$ cat src/rtl/shift_pass_sequencer_if.sv
// Request, shifter-drive and result signals for shift_pass_sequencer.
// slave = sequencer side, master = requester/shifter/consumer side.
interface shift_pass_sequencer_if;
  logic        in_valid;
  logic        in_ready;
  logic [15:0] in_data;
  logic [4:0]  in_amt;
  logic        in_dir;
  logic [15:0] sh_a;
  logic [3:0]  sh_amt;
  logic        sh_choice;
  logic [15:0] sh_y;
  logic        out_valid;
  logic        out_ready;
  logic [15:0] out_data;
  logic [15:0] op_count;

  modport slave (
    input  in_valid, in_data, in_amt, in_dir, sh_y, out_ready,
    output in_ready, sh_a, sh_amt, sh_choice, out_valid, out_data, op_count
  );

  modport master (
    output in_valid, in_data, in_amt, in_dir, sh_y, out_ready,
    input  in_ready, sh_a, sh_amt, sh_choice, out_valid, out_data, op_count
  );
endinterface

$ cat src/rtl/shift_pass_sequencer.sv
// Splits a 0-31 bit logical shift into passes of <= MAX_STEP on an external 16-bit shifter;
// result after 1 (amt=0) or 1+ceil(amt/MAX_STEP) cycles, held until out_ready. SHIFT_PASS_OP_COUNT_EN adds op_count.
module shift_pass_sequencer #(
  parameter int MAX_STEP = 15
) (
  input logic                  clk,
  input logic                  reset,
  shift_pass_sequencer_if.slave bus
);

  typedef enum logic [1:0] {IDLE, RUN, DONE} state_e;

  localparam logic [4:0] STEP_MAX = 5'(MAX_STEP);

  state_e      state_q, state_d;
  logic [15:0] acc_q, acc_d;
  logic [4:0]  rem_q, rem_d;
  logic        dir_q, dir_d;
  logic [15:0] out_data_q, out_data_d;
  logic [4:0]  step;
  logic [4:0]  rem_left;
  logic        out_hs;

  always_comb begin
    step     = (rem_q > STEP_MAX) ? STEP_MAX : rem_q;
    rem_left = rem_q - step;
    out_hs   = (state_q == DONE) && bus.out_ready;
  end

  always_comb begin
    state_d    = state_q;
    acc_d      = acc_q;
    rem_d      = rem_q;
    dir_d      = dir_q;
    out_data_d = out_data_q;
    case (state_q)
      IDLE: begin
        if (bus.in_valid) begin
          acc_d = bus.in_data;
          rem_d = bus.in_amt;
          dir_d = bus.in_dir;
          if (bus.in_amt == 5'd0) begin
            out_data_d = bus.in_data;
            state_d    = DONE;
          end else begin
            state_d = RUN;
          end
        end
      end
      RUN: begin
        // Each pass feeds the shifter result back as the next operand.
        acc_d = bus.sh_y;
        rem_d = rem_left;
        if (rem_left == 5'd0) begin
          out_data_d = bus.sh_y;
          state_d    = DONE;
        end
      end
      DONE: begin
        if (bus.out_ready) state_d = IDLE;
      end
      default: state_d = IDLE;
    endcase
  end

  always_ff @(posedge clk) begin
    if (reset) begin
      state_q    <= IDLE;
      acc_q      <= 16'h0000;
      rem_q      <= 5'd0;
      dir_q      <= 1'b0;
      out_data_q <= 16'h0000;
    end else begin
      state_q    <= state_d;
      acc_q      <= acc_d;
      rem_q      <= rem_d;
      dir_q      <= dir_d;
      out_data_q <= out_data_d;
    end
  end

  assign bus.in_ready  = (state_q == IDLE);
  assign bus.out_valid = (state_q == DONE);
  assign bus.out_data  = out_data_q;
  assign bus.sh_a      = acc_q;
  assign bus.sh_choice = dir_q;
  assign bus.sh_amt    = (state_q == RUN) ? step[3:0] : 4'd0;

`ifdef SHIFT_PASS_OP_COUNT_EN
  logic [15:0] op_count_q, op_count_d;

  always_comb op_count_d = op_count_q + {15'd0, out_hs};

  always_ff @(posedge clk) begin
    if (reset) op_count_q <= 16'h0000;
    else       op_count_q <= op_count_d;
  end

  assign bus.op_count = op_count_q;
`else
  logic unused_hs;
  assign unused_hs    = out_hs;
  assign bus.op_count = 16'h0000;
`endif

endmodule

$ cat src/flat_wrapper.sv
// flat-port wrapper written by rule: the top's interface ports become plain ports
module shift_pass_sequencer_flat 
#(
  parameter int MAX_STEP = 15
)
  (clk, reset, bus_in_valid, bus_in_data, bus_in_amt, bus_in_dir, bus_sh_y, bus_out_ready, bus_in_ready, bus_sh_a, bus_sh_amt, bus_sh_choice, bus_out_valid, bus_out_data, bus_op_count);
  shift_pass_sequencer_if bus_i ();
  input logic clk;
  input logic reset;
  input wire logic [$bits(bus_i.in_valid)-1:0] bus_in_valid;
  input wire logic [$bits(bus_i.in_data)-1:0] bus_in_data;
  input wire logic [$bits(bus_i.in_amt)-1:0] bus_in_amt;
  input wire logic [$bits(bus_i.in_dir)-1:0] bus_in_dir;
  input wire logic [$bits(bus_i.sh_y)-1:0] bus_sh_y;
  input wire logic [$bits(bus_i.out_ready)-1:0] bus_out_ready;
  output wire logic [$bits(bus_i.in_ready)-1:0] bus_in_ready;
  output wire logic [$bits(bus_i.sh_a)-1:0] bus_sh_a;
  output wire logic [$bits(bus_i.sh_amt)-1:0] bus_sh_amt;
  output wire logic [$bits(bus_i.sh_choice)-1:0] bus_sh_choice;
  output wire logic [$bits(bus_i.out_valid)-1:0] bus_out_valid;
  output wire logic [$bits(bus_i.out_data)-1:0] bus_out_data;
  output wire logic [$bits(bus_i.op_count)-1:0] bus_op_count;
  assign bus_i.in_valid = bus_in_valid;
  assign bus_i.in_data = bus_in_data;
  assign bus_i.in_amt = bus_in_amt;
  assign bus_i.in_dir = bus_in_dir;
  assign bus_i.sh_y = bus_sh_y;
  assign bus_i.out_ready = bus_out_ready;
  assign bus_in_ready = bus_i.in_ready;
  assign bus_sh_a = bus_i.sh_a;
  assign bus_sh_amt = bus_i.sh_amt;
  assign bus_sh_choice = bus_i.sh_choice;
  assign bus_out_valid = bus_i.out_valid;
  assign bus_out_data = bus_i.out_data;
  assign bus_op_count = bus_i.op_count;
  shift_pass_sequencer #(.MAX_STEP(MAX_STEP)) u_core (.clk(clk), .reset(reset), .bus(bus_i));
endmodule
$ cat config.mk
export PLATFORM = sky130hd
export DESIGN_NAME = shift_pass_sequencer_flat
export DESIGN_NICKNAME = d
export VERILOG_FILES = /design/src/rtl/shift_pass_sequencer_if.sv /design/src/rtl/shift_pass_sequencer.sv /design/src/flat_wrapper.sv
export SDC_FILE = /design/constraint.sdc
export NUM_CORES = 1
export LEC_CHECK = 0
export ABC_CLOCK_PERIOD_IN_PS = 3800
export BUFFER_PORTS_ARGS = -buffer_cell sky130_fd_sc_hd__buf_4
export CORE_MARGIN = 1
export CORE_UTILIZATION = 50
export CTS_CLUSTER_SIZE = 24
export DETAILED_ROUTE_END_ITERATION = 7
export GPL_ROUTABILITY_DRIVEN = 0
export PLACE_DENSITY = 0.85
export SLEW_MARGIN = 5
export SYNTH_ARGS = -nofsm -noshare
export SYNTH_HDL_FRONTEND = slang
export SYNTH_SLANG_ARGS = --single-unit
$ cat constraint.sdc
create_clock -name clk -period 3.8 [get_ports clk]
set_input_delay 0.57 -clock clk [delete_from_list [all_inputs] [get_ports clk]]
set_output_delay 0.57 -clock clk [all_outputs]
set_load 0.01 [all_outputs]
### Yosys cells after proc, flatten, opt, wreduce, memory -nomap -nowiden

Index checks and enable logic that the tools add are counted.

| word-level totals | value |
|---|---|
| register bits after elaboration | 40 |
| latch bits | 0 |
| RAM bits | 0 |
| memory bits (read-only) | 0 |
| bits of input ports | 42 |
| output and inout bits | 55 |
| word-level logic and storage cells | 36 |
| memories kept | 0 |

| cells by class | value |
|---|---|
| add/sub/neg operators | 1 |
| multiply operators | 0 |
| div/mod/pow operators | 0 |
| magnitude comparators | 1 |
| equal/unequal tests | 6 |
| shift operators | 0 |
| mux-type cells | 15 |
| bitwise operators | 0 |
| reduce and logical (&&, ||, !) cells | 8 |

Operator list:

| operator | count |
|---|---|
| 16-bit 2-to-1 mux | 4 |
| 16-bit case mux with 2 select lines | 2 |
| 5-bit logical NOT | 2 |
| 5-bit 2-to-1 mux | 2 |
| 5-bit case mux with 2 select lines | 1 |
| 2-bit 2-to-1 mux | 4 |
| 2-bit case mux with 3 select lines | 1 |
| 5-bit by 4-bit > comparator with 1-bit output (second input constant) | 1 |
| 5-bit subtractor | 1 |
| 4-bit 2-to-1 mux | 1 |
| 2-bit by 1-bit != test with 1-bit output (second input constant) | 2 |
| 2-bit != test (second input constant) | 2 |
| 2-bit AND reduction | 2 |
| 4-bit AND reduction | 1 |
| 3-bit AND reduction | 1 |
| 2-bit by 1-bit equality test with 1-bit output (second input constant) | 1 |
| 2-bit equality test (second input constant) | 1 |
| 2-bit logical NOT | 1 |
| 2-bit nonzero test | 1 |

### Longest topological paths before layout

| depth | value |
|---|---|
| depth after elaboration | 6 |
| mapped depth | 8 |
| depth with buffers taken out | 6 |

### Worst setup path before layout

No wires, ideal clock.

| path | value |
|---|---|
| kind | flip-flop to flip-flop |
| start | reg u_core.rem_q[4] |
| end | reg u_core.out_data_q[5] (netlist: u_core.bus.out_data[5]) |
| data arrival time | 1.803 ns |
| path slack | 1.880 ns |
| stages on the path, launching flop included | 9 |
| buffers on the path | 3 |
| period minus slack after synthesis | 1.920 ns |
| cell sequence | dfxtp_1 clkbuf_1 nand2b_1 ha_1 and2_1 buf_2 a21o_4 buf_6 o22a_1 |

| between the ends | value |
|---|---|
| cells in the longest elaborated chain, start to end | 6 |

RTL lines:

| what | line | RTL |
|---|---|---|
| from (decl) | shift_pass_sequencer.sv:17 | `logic [4:0] rem_q, rem_d;` |
| from (signal assigned) | shift_pass_sequencer.sv:76 | `rem_q <= rem_d;` |
| 5-bit by 4-bit > comparator with 1-bit output | shift_pass_sequencer.sv:25 | `step = (rem_q > STEP_MAX) ? STEP_MAX : rem_q;` |
| 5-bit 2-to-1 mux | shift_pass_sequencer.sv:25 |  |
| 5-bit subtractor (*) | shift_pass_sequencer.sv:26 | `rem_left = rem_q - step;` |
| 5-bit logical NOT (*) | shift_pass_sequencer.sv:54 | `if (rem_left == 5'd0) begin` |
| 2-bit by 1-bit != test with 1-bit output (no source line) (*) | -- |  |
| 4-bit AND reduction (no source line) (*) | -- |  |
| to (signal assigned) | shift_pass_sequencer.sv:78 | `out_data_q <= out_data_d;` |
| to (decl) | shift_pass_sequencer.sv:19 | `logic [15:0] out_data_q, out_data_d;` |

Mark *: on every way between the ends. The rest lies on a longest branch, timed or not.
A chain may end at the register's enable or synchronous reset.

### Final worst setup path

| path | value |
|---|---|
| start | reg u_core.state_q[0] |
| end | out bus_sh_amt[0] |

| between the ends | value |
|---|---|
| cells in the longest elaborated chain, start to end | 2 |

RTL lines:

| what | line | RTL |
|---|---|---|
| from (decl) | shift_pass_sequencer.sv:15 | `state_e state_q, state_d;` |
| from (signal assigned) | shift_pass_sequencer.sv:74 | `state_q <= state_d;` |
| 2-bit by 1-bit equality test with 1-bit output | shift_pass_sequencer.sv:87 | `assign bus.sh_amt = (state_q == RUN) ? step[3:0] : 4'd0;` |
| 4-bit 2-to-1 mux | shift_pass_sequencer.sv:87 |  |
| to (decl) | flat_wrapper.sv:18 | `output wire logic [$bits(bus_i.sh_amt)-1:0] bus_sh_amt;` |

Every way passes these cells.

==> results by stage <==
STA:
- Setup repair after global routing left no endpoint under its margin.
- The post-layout worst setup margin is between 1 and 1.5 ns.
- Derived from the worst setup path, the maximum achievable clock frequency is 398 MHz.
- The number of hold violations in the final report is 0.
- The worst slew margin relative to its limit is between 30% and 40%.
- The number of max-slew violations in the final report is 0.
- The worst hold slack across all endpoints is 0.468 ns.
- The final sum of negative setup slack is 0 ns.
- The final critical-path share of the clock period is about two thirds.
- Setup violations remaining at the end of the flow were counted as 0.
- Counting I/O delays and the setup requirement, the final critical path takes about 2.5 ns.
- The pin slew with the least headroom to its limit is approximately 1 ns.
- Across the routed clock network, the largest skew measured is around 0.008 ns.

Logic synthesis:
- The mean area per synthesized cell is about 9.0 µm².
- Sequential elements use slightly below 40% of the synthesized area.
- The flip-flop and latch count after synthesis is 40.
- By area the synthesized netlist is led by sky130_fd_sc_hd__dfxtp_1 (39%), sky130_fd_sc_hd__buf_4 (6.6%), sky130_fd_sc_hd__a211oi_1 (6.2%), sky130_fd_sc_hd__nor2_1 (6.0%), sky130_fd_sc_hd__a211oi_2 (4.9%).
- The cell taking the most area after synthesis is sky130_fd_sc_hd__dfxtp_1.
- The cell count after synthesis is roughly 230.
- In this run the biggest area consumer among cell types represents 39.0% of the synthesized area.
- The synthesized netlist contains 36 unique library cells.
- The number of synthesis warnings is 0.
- In this run the cell area of the synthesized design comes to 0.00205 mm².

Finish:
- The number of filler instances in the final layout is about 320.
- Of the cells placed in the final design, the portion with a size suffix greater than 1 is between 30% and 40%.
- The final-stage net count is 341.
- The number of diodes is 0.
- The number of non-filler instances in the completed layout is about 350.
- The synthesis-to-layout area growth is 31.6%.

Detailed routing:
- After the first detailed-routing iteration, the DRC count stood at about 140.
- The detail route stage leaves a number of antenna-violating nets equal to 0.
- Wires add up to roughly 5.1 mm.
- The total number of vias is between 1,500 and 2,000.
- In the routed layout, each cell is associated on average with a via count of approximately 5.5.
- The DRC violations left is 0.
- The first-pass iteration count of the detailed router is 4.
- The per-cell routed wire length is about 15 µm.

Place:
- The worst setup slack after placement is around 1.5 ns.
- Summed over all nets, the half-perimeter wirelength after detailed placement is approximately 3.6 mm.
- The number of I/O port buffers is 80.
- Once placement completed, the tool counted placed cells totaling about 340.

Clock tree:
- The count of clock tree sinks is 40.
- In this run the post-CTS setup repair buffer count came out at 0.
- The post-cts sizing count is 0.
- The worst-skew pair later-pin latency is approximately 0.3 ns.
- The count of H-tree levels built during CTS is 2.
- The tree is rooted in a sky130_fd_sc_hd__clkbuf_8.
- The number of clock buffers added by TritonCTS is 5.
- The maximum buffer depth of the clock tree is 2.
- Clock-pin slew was measured on the worst setup and hold paths at ~0.08 ns.
- For this design, the CTS-stage hold fixing added 0 buffers.
- The TritonCTS clock tree is done.

Power and ir drop:
- The leakage power is around 1.2 nW.
- Dividing total power by cell area gives a power density of 512 mW/mm².
- Across the VDD grid, the largest voltage drop is roughly 350 µV.
- The internal power is ~0.95 mW.
- Registers are responsible for between 40% and 50% of the overall power.
- The combinational power share is about a third.
- The switching power is roughly 0.43 mW.
- Of the total power, the clock network draws roughly 28%.
- Net switching is around 31% of the power.

Die:
- The core region is around 0.0038 mm².
- In this run the count of I/O pins placed on the die edge is just under 100.
- The die outline area is 0.00437 mm².
- In this run the vertical extent of the chip is around 66 µm.
- The cell row count is 22.
- For this configuration, the core starts out at a cell density of a little over half.
- The die is 66.1 µm wide.

Worst setup path:
- For the worst setup path, the data required time is ~3.2 ns.
- The critical path goes through nand2b_1, nor2_1, buf_4.
- The number of cells on the worst reg-to-reg path is 5.
- The data arrival time of the critical path is ~1.9 ns.
- The startpoint of the most critical setup path is u_core.state_q[0]$_SDFFE_PP0P_.
- The worst setup path is captured at an output port.
- The critical setup path kind is reg -> out.
- The critical-path maximum fanout is 30.
- STA classifies the critical path startpoint as a flip-flop.
- In this design, the stage delay of the slowest critical-path cell is ~0.94 ns.
- The critical-path cell with the highest stage delay is sky130_fd_sc_hd__dfxtp_1.
- The source of the worst register-to-register timing path is u_core.state_q[0]$_SDFFE_PP0P_.

Global route:
- The first global-routing pass estimated just under 8 mm of wire.
- The initial antenna violation count came to 0.
- The total routing resource utilization after global routing is 23.6%.
- Entering global routing, the biggest net connects 33 pins.
- The total global routing overflow is 0.
- The via count of the first global-routing pass is between 1,500 and 2,000.

Outcome:
- The flow ran to the end, and the final reports show no timing, DRC or antenna violations.

Flow run:
- The max capacitance violation total is 0.

Min path:
- The path class of the tightest hold or removal check is reg -> reg.
- The cell depth of the worst hold path is 1.
- The worst hold path startpoint is u_core.bus.sh_a[1]$_SDFFE_PP0P_.
==> layout by cell type, fill, tap and decap left out, types with 4 or more instances in the layout <==
master,netlist,routed
sky130_fd_sc_hd__o22a_1,8,8
sky130_fd_sc_hd__dfxtp_1,40,40
sky130_fd_sc_hd__nand2_1,6,6
sky130_fd_sc_hd__nor2_1,33,32
sky130_fd_sc_hd__or3b_1,6,6
sky130_fd_sc_hd__nand2b_1,12,12
sky130_fd_sc_hd__a211oi_1,17,17
sky130_fd_sc_hd__buf_4,18,82
sky130_fd_sc_hd__a311oi_1,4,4
sky130_fd_sc_hd__clkbuf_8,0,7
sky130_fd_sc_hd__o21a_1,9,9
sky130_fd_sc_hd__mux2i_1,8,8
sky130_fd_sc_hd__a211oi_2,8,8
sky130_fd_sc_hd__a21oi_1,12,12
sky130_fd_sc_hd__conb_1,1,16
sky130_fd_sc_hd__nor2b_1,4,4
==> power by group through the flow <==
stage	Sequential [mW]	Combinational [mW]	Clock [mW]
floorplan	0.573	0.264	0
global placement	0.566	0.434	0
detailed placement	0.566	0.442	0
CTS	0.558	0.445	0.381
global route	0.569	0.477	0.400
finish	0.559	0.442	0.383
==> sequential cells by signal (all words and copies together) (netlist names) <==
signal,flops
u_core.bus.out_data,16
u_core.bus.sh_a,16
u_core.bus.sh_choice,1
u_core.rem_q,5
u_core.state_q,2
==> metrics by stage <==
| step | area, µm² | power, mW | utilization (%) |
|---|---|---|---|
| 4_1_cts | 2700 | 1.38 | 71.2 |
| 2_1_floorplan | 2110 | 0.837 | - |
| 5_1_grt | 2700 | 1.45 | 71.2 |
| 3_3_place_gp | 2580 | 1.00 | 67.9 |
| 3_5_place_dp | 2580 | 1.01 | 67.9 |
| 6_report | 2700 | 1.38 | 71.2 |
==> path summary, 6_finish.rpt <==
| kind | slack (ns) | endpoint |
|---|---|---|
| hold / removal | 0.47 | u_core.bus.sh_a[1]$_SDFFE_PP0P_ |
| hold reg to reg | 0.47 | u_core.bus.sh_a[1]$_SDFFE_PP0P_ |
| setup / recovery | 1.29 | bus_sh_amt[0] |
| setup reg to reg | 1.45 | u_core.state_q[1]$_SDFFE_PP0P_ |
==> kinds of logic (layout without fill, tap and decap cells) <==
logic type | count (synthesis) | after routing | synth area share, %
compound gates | 64 | 64 | 25.2
xor+xnor | 2 | 2 | 0.853
fa+ha+maj | 1 | 1 | 0.609
buf+inv | 35 | 91 | 10.5
flops | 40 | 40 | 39.0
mux | 8 | 8 | 3.90
other cells | 1 | 16 | 0.183
simple gates | 77 | 77 | 19.8
==> synthesized netlist by cell type <==
cell / n
sky130_fd_sc_hd__a211oi_2: 8
sky130_fd_sc_hd__mux2i_1: 8
sky130_fd_sc_hd__or3b_2: 2
sky130_fd_sc_hd__a311oi_1: 4
sky130_fd_sc_hd__or3b_1: 6
sky130_fd_sc_hd__buf_6: 1
sky130_fd_sc_hd__o21ai_1: 1
sky130_fd_sc_hd__nor2b_1: 4
sky130_fd_sc_hd__dfxtp_1: 40
sky130_fd_sc_hd__nor3_1: 3
sky130_fd_sc_hd__a21o_4: 1
sky130_fd_sc_hd__xnor2_1: 2
sky130_fd_sc_hd__nor4_1: 1
sky130_fd_sc_hd__o21ai_0: 1
sky130_fd_sc_hd__nor2_1: 33
sky130_fd_sc_hd__nand4_1: 1
sky130_fd_sc_hd__buf_2: 7
sky130_fd_sc_hd__and4b_1: 1
sky130_fd_sc_hd__o22a_1: 8
sky130_fd_sc_hd__a21oi_1: 12
sky130_fd_sc_hd__conb_1: 1
sky130_fd_sc_hd__nand3_1: 2
sky130_fd_sc_hd__or4_1: 1
sky130_fd_sc_hd__nor3_2: 1
sky130_fd_sc_hd__nand2b_1: 12
sky130_fd_sc_hd__a211oi_1: 17
sky130_fd_sc_hd__clkbuf_1: 8
sky130_fd_sc_hd__nand2_1: 6
sky130_fd_sc_hd__buf_4: 18
sky130_fd_sc_hd__and2_1: 2
sky130_fd_sc_hd__ha_1: 1
sky130_fd_sc_hd__or2_1: 2
sky130_fd_sc_hd__o21a_1: 9
sky130_fd_sc_hd__o221ai_1: 2
sky130_fd_sc_hd__inv_1: 1
sky130_fd_sc_hd__a311oi_2: 1
==> per-layer routing <==
| layer | global-route usage (%) | vias to the layer above | routed length [µm] |
|---|---|---|---|
| li1 | - | 930 | - |
| met1 | 27.1 | 896 | 2160 |
| met2 | 41.1 | 64 | 2520 |
| met3 | 4.83 | 9 | 283 |
| met4 | 11.7 | 0 | 91 |
| met5 | 0 | - | 0 |
==> final cells by class <==
cell class	instances	area (µm²)	area share [%]
Sequential cell	40	801	29.6
Tap cell	48	60.1	2.22
Inverter	1	3.75	0.139
Multi-Input combinational cell	168	1100	40.6
Clock buffer	7	96.3	3.56
Clock inverter	1	30.0	1.11
Timing Repair Buffer	82	616	22.8
==> critical path: cells and delay by family (launching register included) <==
kind	cells	cell delay, ns
simple gates	2	0.57
buf+inv	1	0.14
flops	1	0.94
Power figures use the tool's default switching activity.
